--- config.mk ---
export PLATFORM = sky130hd
export DESIGN_NAME = ysyx_22041211_mem_arbiter
export DESIGN_NICKNAME = d
export VERILOG_FILES = /design/src/rtl/ysyx_22041211_mem_arbiter.sv
export SDC_FILE = /design/constraint.sdc
export NUM_CORES = 1
export LEC_CHECK = 0
export ABC_AREA = 1
export BUFFER_PORTS_ARGS = -buffer_cell sky130_fd_sc_hd__buf_2
export CAP_MARGIN = 10
export CELL_PAD_IN_SITES_DETAIL_PLACEMENT = 2
export CELL_PAD_IN_SITES_GLOBAL_PLACEMENT = 2
export CORE_MARGIN = 8
export CORE_UTILIZATION = 24
export DETAILED_ROUTE_END_ITERATION = 8
export GPL_TIMING_DRIVEN = 0
export PLACE_DENSITY = 0.88
export SYNTH_ARGS = -nofsm -noshare
export SYNTH_HDL_FRONTEND = slang
export SYNTH_SLANG_ARGS = --single-unit
--- constraint.sdc ---
create_clock -name clk -period 4.8 [get_ports clk]
set_input_delay 0.72 -clock clk [delete_from_list [all_inputs] [get_ports clk]]
set_output_delay 0.72 -clock clk [all_outputs]
set_load 0.1 [all_outputs]
--- src/rtl/ysyx_22041211_mem_arbiter.sv ---
// ysyx_22041211_mem_arbiter: round-robin IFU/LSU arbiter onto one memory port with a response watchdog
module ysyx_22041211_mem_arbiter #(
    parameter int DATA_LEN = 32,
    parameter int TIMEOUT  = 255
) (
    input  logic                clk,
    input  logic                rst,
    input  logic                ifu_req_valid,
    input  logic [DATA_LEN-1:0] ifu_addr,
    output logic                ifu_req_ready,
    output logic                ifu_resp_valid,
    output logic [DATA_LEN-1:0] ifu_rdata,
    output logic                ifu_resp_err,
    input  logic                lsu_req_valid,
    input  logic [DATA_LEN-1:0] lsu_addr,
    input  logic                lsu_wen,
    input  logic [DATA_LEN-1:0] lsu_wdata,
    input  logic [3:0]          lsu_wmask,
    output logic                lsu_req_ready,
    output logic                lsu_resp_valid,
    output logic [DATA_LEN-1:0] lsu_rdata,
    output logic                lsu_resp_err,
    output logic                mem_req_valid,
    output logic [DATA_LEN-1:0] mem_addr,
    output logic                mem_wen,
    output logic [DATA_LEN-1:0] mem_wdata,
    output logic [3:0]          mem_wmask,
    input  logic                mem_req_ready,
    input  logic                mem_resp_valid,
    input  logic [DATA_LEN-1:0] mem_rdata,
    input  logic                mem_resp_err
);
    typedef enum logic [1:0] {IDLE = 2'b00, REQ = 2'b01, WAIT = 2'b10, RESP = 2'b11} state_t;
    localparam int WD_W = $clog2(TIMEOUT + 1);
    state_t state, state_n;
    logic last_lsu, grant_lsu, err_q, hit, expired, done, grant;
    logic [WD_W-1:0] wd;
    logic [DATA_LEN-1:0] rdata_q;
    // ties go to whoever did not win last time
    assign ifu_req_ready = !rst && state == IDLE && ifu_req_valid && (!lsu_req_valid || last_lsu);
    assign lsu_req_ready = !rst && state == IDLE && lsu_req_valid && (!ifu_req_valid || !last_lsu);
    assign grant = ifu_req_ready || lsu_req_ready;
    assign hit = ((state == REQ && mem_req_ready) || state == WAIT) && mem_resp_valid;
    assign expired = wd == WD_W'(TIMEOUT - 1);
    assign done = (state == REQ || state == WAIT) && (hit || expired);
    assign mem_req_valid = state == REQ;
    assign ifu_resp_valid = state == RESP && !grant_lsu;
    assign lsu_resp_valid = state == RESP && grant_lsu;
    assign ifu_rdata = ifu_resp_valid ? rdata_q : '0;
    assign lsu_rdata = lsu_resp_valid ? rdata_q : '0;
    assign ifu_resp_err = ifu_resp_valid && err_q;
    assign lsu_resp_err = lsu_resp_valid && err_q;
    always_comb begin
        state_n = state;
        case (state)
            IDLE:    state_n = grant ? REQ : IDLE;
            REQ:     state_n = done ? RESP : mem_req_ready ? WAIT : REQ;
            WAIT:    state_n = done ? RESP : WAIT;
            default: state_n = IDLE;
        endcase
    end
    always_ff @(posedge clk) begin
        if (rst) state <= IDLE;
        else     state <= state_n;
    end
    always_ff @(posedge clk) begin
        if (rst) begin
            last_lsu  <= 1'b1;
            grant_lsu <= 1'b0;
            wd        <= '0;
            rdata_q   <= '0;
            err_q     <= 1'b0;
            mem_addr  <= '0;
            mem_wen   <= 1'b0;
            mem_wdata <= '0;
            mem_wmask <= '0;
        end else begin
            if (grant) begin
                grant_lsu <= lsu_req_ready;
                last_lsu  <= lsu_req_ready;
                mem_addr  <= lsu_req_ready ? lsu_addr : ifu_addr;
                mem_wen   <= lsu_req_ready && lsu_wen;
                mem_wdata <= lsu_req_ready ? lsu_wdata : '0;
                mem_wmask <= lsu_req_ready ? lsu_wmask : '0;
                wd        <= '0;
            end else if (state == REQ || state == WAIT) begin
                wd <= wd + WD_W'(1);
            end
            // a genuine response beats a simultaneous timeout
            if (done) begin
                rdata_q <= hit ? mem_rdata : '0;
                err_q   <= hit ? mem_resp_err : 1'b1;
            end
        end
    end
endmodule

==> metrics.md <==
| Metric | Value |
|---|---|
| Count of pins over their slew limit | `0` |
| Power Dens Cells | `408 nW/µm²` |
| Part of the cycle the worst path needs | `0.627` |
| Starting Density | `0.246` |
| Setup Total Neg Slack | `0 ns` |
| Min-Delay Path Class | `reg -> reg` |
| Synth top cells by count | `154 x nand2_1, 114 x dfxtp_1, 85 x inv_1` |
| Run status | `finished clean` |
| Cell with the biggest individual delay on the critical path | `buf_2` |
| Synthesized netlist cell count | `669` |
| Post-layout nets | `1112` |
| First-pass GRT wire length | `34400 µm` |
| Number of detailed-route iterations in the first pass | `4` |
| Number of buffers inserted by port buffering | `278` |
| Predominant post-synthesis flop cell | `dfxtp_1` |
| Crit path arrival time | `2.29 ns` |
| Number of cells after detailed placement | `1217` |
| Buf+Inv Stages, Crit Path | `5` |
| Maximum buffer depth of the clock tree | `2` |
| Relative slew margins | `0.623` |
| Synthesis-stage register bit count | `114` |
| Min Tclk post-route | `3.01 ns` |
| Area inside the core boundary | `20300 µm²` |
| Overall global routing resource usage | `0.166` |
| Main area contributors after synthesis | `dfxtp_1 46%, nand2_1 12%, nand3_1 6.5%, a22o_1 6.5%, inv_1 6.4%` |
| Max Clk Rate | `332 MHz` |
| Ys async rst share | `0` |
| Mapped Avg Cell Area | `7.45 µm²` |
| Source of the worst register-to-register timing path | `state[0]` |
| Total of hold buffers inserted after clock tree synthesis | `0` |
| Clock tree from TritonCTS | `yes` |
| I/O pin count | `280` |
| Root buffer cell | `clkbuf_16` |
| Final Skew | `0.00797 ns` |
| Die Y | `160 µm` |
| Latest clock arrival within the worst-skew pair | `0.41 ns` |
| Static Leakage | `3.71 nW` |
| Count of distinct cell types in the synthesized netlist | `34` |
| Count of final hold-check violations | `0` |
| Chip Width | `160 µm` |
| HPWL Detailed | `17600 µm` |
| Launching instance or port of the critical path | `state[1]` |
| Pin count of the biggest net entering global routing | `17` |
| Most frequently used cell type in the post-synthesis netlist | `nand2_1` |
| TritonCTS buffer count | `17` |
| Routed WL per cell | `17.3 µm` |
| Transition at the pin with the smallest max-transition slack | `0.565 ns` |
| Synthesized cell area | `4980 µm²` |
| Total Die Area | `25600 µm²` |
| Max Cap Violations | `0` |
| Required time reported for the critical path endpoint | `4.08 ns` |
| Top-area cell type share of the netlist area | `0.458` |
| Setup repair bufs after CTS | `0` |
| Final GP Congestion | `0.777` |
| Max FO, Critical Path | `10` |
| Grt ovf | `0` |
| Clock sink total | `114` |
| Layout overhead on the synthesized area | `46.5%` |
| Syn_nets | `815` |
| Dominant delay contributor by cell family on the critical path | `buffers and inverters` |
| Chain of cells forming the critical path | `inv_1, ha_1, inv_1, nor2_8, nand3_4, inv_2, buf_2, buf_2` |
| Sequential area share after synthesis | `0.458` |
| Number of setup violations in the final report | `0` |
| Number of core rows | `52` |
| Share of layout cells above drive strength 1 | `0.353` |
| Number of levels in the clock H-tree | `4` |
| Non-filler cells in the finished layout | `1250` |
| Average vias per placed instance | `4.43` |
| Path type of the worst setup path | `reg -> out` |
| Total wire length | `21700 µm` |
| RSZ-0062 raised after global routing | `false` |
| Post_cts resized | `0` |
| Vias post-DR | `5532` |
| Starting DRT DRC Count | `172` |
| Min-delay src | `rdata_q[26]` |
| Kind of end point of the critical path | `primary output` |
| Worst IR drop on VDD | `226 µV` |
| Antenna violations before repair | `4` |
| Remaining design rule violation count | `0` |
| Global-route track usage on met1 | `0.177` |
| Met3 track demand over resource | `0.0733` |
| Number of filler instances in the final layout | `2456` |
| Synth area leader | `dfxtp_1` |
| Setup crit start kind | `register` |
| Clock-pin slew on the worst setup and hold paths | `0.06 ns` |
| Number of synthesized flops with an enable pin | `0` |
| Biggest cell delay along the critical path | `0.47 ns` |
| Number of global-route vias before repair | `6427` |
| Met2 layer usage reported by global route | `0.294` |
| Antenna Violating Nets Remaining | `0` |
| Synthesis warning total | `0` |
| Gr busiest metal | `met2` |
-- power breakdown --
group	internal [mW]	switching [mW]	leakage (nW)
clock	0.769	0.493	0.280
combinational	0.157	0.531	2.50
sequential	1.00	0.0281	0.930
total	1.93	1.05	3.71
-- logic make-up (layout without fill, tap and decap cells) --
group / count (synthesis) / count (layout) / share of synthesized area
AND/OR/NAND/NOR: 334 / 334 / 0.294
buffers and inverters: 128 / 438 / 0.112
flip-flops: 114 / 114 / 0.458
AO/OA/AOI/OAI: 85 / 85 / 0.117
adder cells (fa/ha/maj): 6 / 6 / 0.0151
XOR/XNOR: 2 / 2 / 0.00352
other: 0 / 1 / 0
-- worst paths after layout --
| path | to | slack (ns) | depth (start not counted) |
|---|---|---|---|
| setup reg to reg | rdata_q[30] | 2.82 | 10 |
| hold / removal | rdata_q[26] | 0.46 | 2 |
| hold reg to reg | rdata_q[26] | 0.46 | 2 |
| setup / recovery | lsu_req_ready | 1.79 | 8 |
-- cells in the final DEF, fill, tap and decap left out, drive strengths merged, types with 2 or more instances in the layout --
master    count
nor2         76
bufinv        2
buf         307
nand2       154
a31oi         2
clkbuf       28
or2          33
ha            6
o21ai         5
nor3          2
a21oi        39
nand3        66
o211ai        2
clkinvlp      3
dfxtp       114
inv          90
clkinv        8
a22o         37
-- registers in the layout, summed over array words and instances, names as in the netlist --
register / count
mem_wmask: 4
grant_lsu: 1
mem_addr: 32
last_lsu: 1
err_q: 1
mem_wen: 1
wd: 8
mem_wdata: 32
rdata_q: 32
state: 2
-- per-layer routing --
layer | vias up | wire length (µm)
met1 | 2596 | 8840
met3 | 23 | 1930
met4 | 6 | 254
li1 | 2700 | -
met5 | - | 37
met2 | 207 | 10600
-- stage by stage --
step	cell area (µm²)	power [mW]	hold slack [ns]	util	worst slack, ns
4_1_cts	7300	3.03	0.466	0.359	1.72
6_report	7300	2.98	0.462	0.360	1.79
3_5_place_dp	6710	1.75	0.455	0.331	1.96
5_1_grt	7300	3.12	0.488	0.359	1.57
2_1_floorplan	4980	1.57	0.439	-	0.403
3_3_place_gp	6710	1.73	0.450	0.331	1.95
-- area by class of cell --
class / count / area, µm² / area share
multi-input cells: 427 / 2140 / 0.293
flip-flops and latches: 114 / 2280 / 0.313
diodes: 1 / 2.50 / 0.000343
clock buffers: 17 / 425 / 0.0583
inverters: 88 / 333 / 0.0456
well taps: 270 / 338 / 0.0463
clock inverters: 15 / 159 / 0.0218
repair buffers: 278 / 1390 / 0.191
plain buffers: 40 / 226 / 0.0310
-- worst reg2reg max path, stage by stage (launching register included) --
cell and delay (ns):
dfxtp_1 0.36, inv_1 0.09, ha_1 0.39, nand2_1 0.09, inv_1 0.04, nand2_1 0.14
nand2_1 0.12, inv_1 0.18, buf_2 0.26, nand2_1 0.09, a21oi_1 0.14
No activity file was read; power rests on OpenSTA's default activity.
